===== src/rtl/swap_pkg.sv =====
// Shared types for the initiator-port swap configuration controller:
// table entry layout, controller state encoding and default field width.
package swap_pkg;

    localparam int LOG_N_INIT_DEF = 2;

    typedef struct packed {
        logic                      sel;
        logic [LOG_N_INIT_DEF-1:0] src;
        logic [LOG_N_INIT_DEF-1:0] tgt;
    } swap_entry_t;

    typedef enum logic [1:0] {
        IDLE    = 2'd0,
        PENDING = 2'd1,
        DRAIN   = 2'd2,
        APPLY   = 2'd3
    } swap_state_e;

endpackage


===== src/rtl/swap_ostd_cnt.sv =====
// Per-port outstanding-transaction counter: saturating up/down count with
// a zero flag for quiesce detection and a single-cycle misuse flag.
module swap_ostd_cnt #(
    parameter int OUT_W = 4
) (
    input  logic clk,
    input  logic rst_n,
    input  logic inc,
    input  logic dec,
    output logic zero,
    output logic err
);

    localparam logic [OUT_W-1:0] CNT_MAX = '1;
    localparam logic [OUT_W-1:0] CNT_ONE = {{(OUT_W-1){1'b0}}, 1'b1};

    logic [OUT_W-1:0] cnt_q;
    logic [OUT_W-1:0] cnt_d;

    // Returns {error, next_count}; the count never wraps in either direction.
    function automatic logic [OUT_W:0] sat_step(input logic [OUT_W-1:0] c,
                                                input logic up,
                                                input logic dn);
        logic [OUT_W:0] r;
        r = {1'b0, c};
        if (up && !dn) begin
            if (c == CNT_MAX) r = {1'b1, c};
            else              r = {1'b0, c + CNT_ONE};
        end else if (dn && !up) begin
            if (c == '0) r = {1'b1, c};
            else         r = {1'b0, c - CNT_ONE};
        end
        return r;
    endfunction

    always_comb begin
        {err, cnt_d} = sat_step(cnt_q, inc, dec);
    end

    always_ff @(posedge clk or negedge rst_n) begin
        if (!rst_n) cnt_q <= '0;
        else        cnt_q <= cnt_d;
    end

    assign zero = (cnt_q == '0);

endmodule


===== src/rtl/swap_cfg_ctrl.sv =====
// Configuration master for the crossbar swap remapper: shadow table written
// by software, copied to the active outputs only once all initiators are idle.
module swap_cfg_ctrl
    import swap_pkg::*;
#(
    parameter int N_INIT_PORT = 8,
    parameter int LOG_N_INIT  = LOG_N_INIT_DEF,
    parameter int OUT_W       = 4
) (
    input  logic                              clk,
    input  logic                              rst_n,
    input  logic                              cfg_valid_i,
    output logic                              cfg_ready_o,
    input  logic [LOG_N_INIT:0]               cfg_port_i,
    input  logic                              cfg_sel_i,
    input  logic [LOG_N_INIT-1:0]             cfg_src_i,
    input  logic [LOG_N_INIT-1:0]             cfg_tgt_i,
    input  logic                              commit_i,
    input  logic [N_INIT_PORT-1:0]            req_hs_i,
    input  logic [N_INIT_PORT-1:0]            rsp_done_i,
    output logic                              block_o,
    output logic                              commit_done_o,
    output logic [N_INIT_PORT-1:0]            select_o,
    output logic [N_INIT_PORT*LOG_N_INIT-1:0] source_o,
    output logic [N_INIT_PORT*LOG_N_INIT-1:0] target_o,
    output logic                              err_o
);

    typedef struct packed {
        logic                  sel;
        logic [LOG_N_INIT-1:0] src;
        logic [LOG_N_INIT-1:0] tgt;
    } entry_t;

    swap_state_e state_q;
    swap_state_e state_d;

    entry_t shadow_q [N_INIT_PORT];
    entry_t active_q [N_INIT_PORT];
    entry_t wr_entry;

    logic                   wr_acc;
    logic                   wr_bad;
    logic                   load_active;
    logic                   quiet;
    logic                   err_q;
    logic [N_INIT_PORT-1:0] cnt_zero;
    logic [N_INIT_PORT-1:0] cnt_err;

    assign wr_entry = '{sel: cfg_sel_i, src: cfg_src_i, tgt: cfg_tgt_i};
    assign wr_acc   = cfg_valid_i && cfg_ready_o;
    assign wr_bad   = wr_acc && (32'(cfg_port_i) >= N_INIT_PORT);
    assign quiet    = &cnt_zero;

    genvar g;
    generate
        for (g = 0; g < N_INIT_PORT; g++) begin : g_port
            swap_ostd_cnt #(
                .OUT_W (OUT_W)
            ) u_cnt (
                .clk   (clk),
                .rst_n (rst_n),
                .inc   (req_hs_i[g]),
                .dec   (rsp_done_i[g]),
                .zero  (cnt_zero[g]),
                .err   (cnt_err[g])
            );

            assign select_o[g]                          = active_q[g].sel;
            assign source_o[g*LOG_N_INIT +: LOG_N_INIT] = active_q[g].src;
            assign target_o[g*LOG_N_INIT +: LOG_N_INIT] = active_q[g].tgt;
        end
    endgenerate

    always_ff @(posedge clk or negedge rst_n) begin
        if (!rst_n) state_q <= IDLE;
        else        state_q <= state_d;
    end

    // The active table is loaded on the edge leaving a quiet DRAIN, so APPLY
    // is the single cycle in which the new routing is first visible.
    always_comb begin
        state_d       = state_q;
        block_o       = 1'b0;
        cfg_ready_o   = 1'b0;
        commit_done_o = 1'b0;
        load_active   = 1'b0;
        case (state_q)
            IDLE: begin
                cfg_ready_o = 1'b1;
                if (commit_i) state_d = PENDING;
            end
            PENDING: begin
                block_o     = 1'b1;
                cfg_ready_o = 1'b1;
                state_d     = DRAIN;
            end
            DRAIN: begin
                block_o = 1'b1;
                if (quiet) begin
                    load_active = 1'b1;
                    state_d     = APPLY;
                end
            end
            APPLY: begin
                block_o       = 1'b1;
                commit_done_o = 1'b1;
                state_d       = IDLE;
            end
            default: state_d = IDLE;
        endcase
    end

    // Out-of-range indices match no entry, so such writes fall away here.
    always_ff @(posedge clk or negedge rst_n) begin
        if (!rst_n) begin
            for (int i = 0; i < N_INIT_PORT; i++) shadow_q[i] <= '0;
        end else begin
            for (int i = 0; i < N_INIT_PORT; i++) begin
                if (wr_acc && (32'(cfg_port_i) == i)) shadow_q[i] <= wr_entry;
            end
        end
    end

    always_ff @(posedge clk or negedge rst_n) begin
        if (!rst_n) begin
            for (int i = 0; i < N_INIT_PORT; i++) active_q[i] <= '0;
        end else if (load_active) begin
            for (int i = 0; i < N_INIT_PORT; i++) active_q[i] <= shadow_q[i];
        end
    end

    always_ff @(posedge clk or negedge rst_n) begin
        if (!rst_n)                   err_q <= 1'b0;
        else if (wr_bad || |cnt_err)  err_q <= 1'b1;
    end

    assign err_o = err_q;

endmodule


===== config.mk =====
export PLATFORM = sky130hd
export DESIGN_NAME = swap_cfg_ctrl
export DESIGN_NICKNAME = d
export VERILOG_FILES = /design/src/rtl/swap_pkg.sv /design/src/rtl/swap_ostd_cnt.sv /design/src/rtl/swap_cfg_ctrl.sv
export SDC_FILE = /design/constraint.sdc
export NUM_CORES = 1
export LEC_CHECK = 0
export BUFFER_PORTS_ARGS = -buffer_cell sky130_fd_sc_hd__buf_2
export CORE_MARGIN = 2
export CORE_UTILIZATION = 44
export DETAILED_ROUTE_END_ITERATION = 8
export GPL_TIMING_DRIVEN = 0
export PLACE_DENSITY = 0.62
export SLEW_MARGIN = 20
export SYNTH_ARGS = -nofsm -noshare
export SYNTH_HDL_FRONTEND = slang
export SYNTH_SLANG_ARGS = --single-unit
export TNS_END_PERCENT = 5

===== constraint.sdc =====
create_clock -name clk -period 5.1 [get_ports clk]
set_clock_uncertainty 0.15 [all_clocks]
set_input_delay 0.255 -clock clk [delete_from_list [all_inputs] [get_ports clk]]
set_output_delay 0.255 -clock clk [all_outputs]
set_load 0.01 [all_outputs]

==> reports/results.txt <==
outcome: finished clean
post-CTS sizing: 0
Slew Limit Headroom: 0.498
vias in the first global route: 4533
Core Area: 0.0139 mm2
reg-to-reg setup timing slack: 2450 ps
row count: 43
global-route wire length before repair: 21900 um
vias per cell: 5.49
Slowest Stage Delay on Critical Path: 430 ps
fraction of layout cells with a size suffix above 1: 0.289
Peak VDD IR: 0.282 mV
Setup TNS: 0 ps
max-capacitance violation count: 0
Synth Instances: 557
Netlist Area Pre-Place: 0.00630 mm2
syn nets: 621
Fin. Hold Viols: 0
GRT Total Usage: 0.184
Tmin final: 2650 ps
Static Leak: 0.00375 uW
asr flop ratio synth: 1.00
wire length on met2: 6420 um
Seq cells post-synth: 115
Net count, final: 713
syn avg cell area: 11.3 um2
post-route DRC violation count: 0
Avg WL per Cell: 15.8 um
Setup Buffers After CTS: 0
Synth cell types: 59
Pwr Total: 4030 uW
Metal-1 WL: 6110 um
Total Wirelength: 13300 um
P&R area growth vs syn: 19.1%
cts bufs inserted: 17
num ports: 72
CP max stage cell: dfrtp_1
unrepaired setup endpoints after global routing: false
Post-Route Hold Slack: 72.6 ps
Worst-Skew Late Latency: 420 ps
post-route ant nets: 0
Vias: 4626
Tcrit/Tclk final: 0.520
dpl hpwl: 9580 um
commonest non-fill, non-tap cells in the layout: dfrtp_1 (115), buf_2 (71), inv_1 (54)
initial antenna violation count: 0
CTS Hold Bufs: 1
critical path arrival: 2790 ps
hold crit path type: in -> reg
Worst-path clk slew: 50 ps
Chip Height: 124 um
clk root buf: clkbuf_16
Max FO, Critical Path: 10
number of synthesized flops with an enable pin: 0
Critical Path Source Type: register
Slew Limit Fails: 0
initial DRC count: 331
metal3 WL: 621 um
pin count of the biggest net entering global routing: 77
kind of end point of the critical path: register
Ys Warns: 0
total die area: 0.0153 mm2
Inserted Diodes: 0
Slew @ Worst Pin: 747 ps
register area share after synthesis: 0.457
commonest non-fill, non-tap cell in the layout: dfrtp_1
Pwr Density: 537 mW/mm2
setup violators final: 0
R2R cell count: 8
top sig layer: met4
Main synth FF type: dfrtp_1
clock tree buffer depth: 2
WP data required: 5230 ps
CTS tree: done
RePlAce Congestion: 0.859
Setup CP Type: reg -> reg
first-pass detailed-route iteration total: 6
crit path cell chain: inv_1, ha_1, or3b_1, clkbuf_1, nor4_2, nand3_2, buf_6, mux2_4
CTS HTree Levels: 4
Initial Utilization: 0.452
Overflow after GRT: 0
Worst Hold Path Cells: 2
Die Span X: 124 um
Fmax achieved: 377 MHz
Port Buf Inserts: 71
Num Clock Sinks: 115
## flip-flops by register name (all words and copies together) (netlist names)
register and flops:
shadow_q 40, g_port.u_cnt.cnt_q 32, source_o 16, target_o 16, select_o 8, state_q 2
err_o 1
## worst max-delay path: cells and delay by family (launching register included)
family | cells | cell delay, ps
adder cells (fa/ha/maj) | 1 | 220
buffers and inverters | 3 | 520
flip-flops | 1 | 430
multiplexers | 1 | 300
AND/OR/NAND/NOR | 3 | 910
## layer usage
| layer | GRT usage | vias up |
|---|---|---|
| met4 | 0.0732 | 0 |
| met3 | 0.0444 | 13 |
| met2 | 0.306 | 128 |
| met1 | 0.231 | 2258 |
| li1 | - | 2227 |
| met5 | 0 | - |
## Yosys cell counts (3+ instances only)
library cell  instances  area, um2
o211ai_1              4       30.0
clkbuf_1             14       52.6
nand3_1               7       35.0
nand2b_1              9       56.3
o22ai_1               5       31.3
nor4_1                4       25.0
nor2b_1              10       62.6
buf_6                 4       45.0
a32oi_1               6       52.6
a21oi_1              18       90.1
a31oi_1               3       18.8
nand4_1               9       56.3
nand2_1              19       71.3
ha_1                 36        450
or4_1                 3       22.5
o21ai_0              25        125
nor4b_1               4       35.0
inv_1                54        203
and4_1                5       43.8
or3_1                 6       37.5
a22oi_1               3       22.5
nor2_1               21       78.8
a41oi_1               4       35.0
a211oi_1              7       52.6
dfrtp_1             115       2880
a2bb2oi_1             5       43.8
mux2_4               40        601
o31ai_1              10       75.1
mux2_2               40        450
a21o_1               10       75.1
nor3_1               13       65.1
or3b_1                8       70.1
## final cells by class
type / count / area, um2
inverter: 54 / 203
timing repair buffer: 73 / 399
clock buffer: 21 / 450
clock inverter: 11 / 129
multi-input combinational: 369 / 3120
fill: 1204 / 6430
buffer: 19 / 103
tap: 180 / 225
sequential: 115 / 2880
## stage by stage
step / worst slack (ps) / utilization / cell area, um2 / std cells
detailed placement: 2450 / 0.496 / 6910 / 809
global route: 2300 / 0.538 / 7500 / 842
CTS: 2420 / 0.538 / 7500 / 842
floorplan: 2730 / - / 6300 / 557
finish: 2450 / 0.538 / 7500 / 842
global placement: 2200 / 0.494 / 6880 / 808
## power breakdown
| part | leakage (uW) | internal (uW) | switching [uW] | total (uW) |
|---|---|---|---|---|
| logic | 0.00197 | 642 | 700 | 1340 |
| clock network | 0.000278 | 734 | 433 | 1170 |
| registers | 0.00150 | 1240 | 286 | 1520 |
| total | 0.00375 | 2610 | 1420 | 4030 |
## final timing paths
| kind | from | end |
|---|---|---|
| worst min-delay path | cfg_src_i[0] | shadow_q[12] |
| worst min register to register | shadow_q[10] | target_o[10] |
| max in group asynchronous | rst_n | source_o[12] |
| worst max register to register | g_port[2].u_cnt.cnt_q[0] | target_o[11] |
| worst max-delay path | g_port[2].u_cnt.cnt_q[0] | target_o[11] |
| min in group asynchronous | rst_n | source_o[9] |
## cells by family (layout without fill, tap and decap cells)
| kind of cell | count (synthesis) | after routing | synth area share |
|---|---|---|---|
| adder cells (fa/ha/maj) | 36 | 36 | 0.0715 |
| flip-flops | 115 | 115 | 0.457 |
| AND/OR/NAND/NOR | 131 | 131 | 0.122 |
| buffers and inverters | 73 | 178 | 0.0485 |
| multiplexers | 81 | 81 | 0.168 |
| AO/OA/AOI/OAI | 121 | 121 | 0.133 |
(Power assumes the default switching activity.)
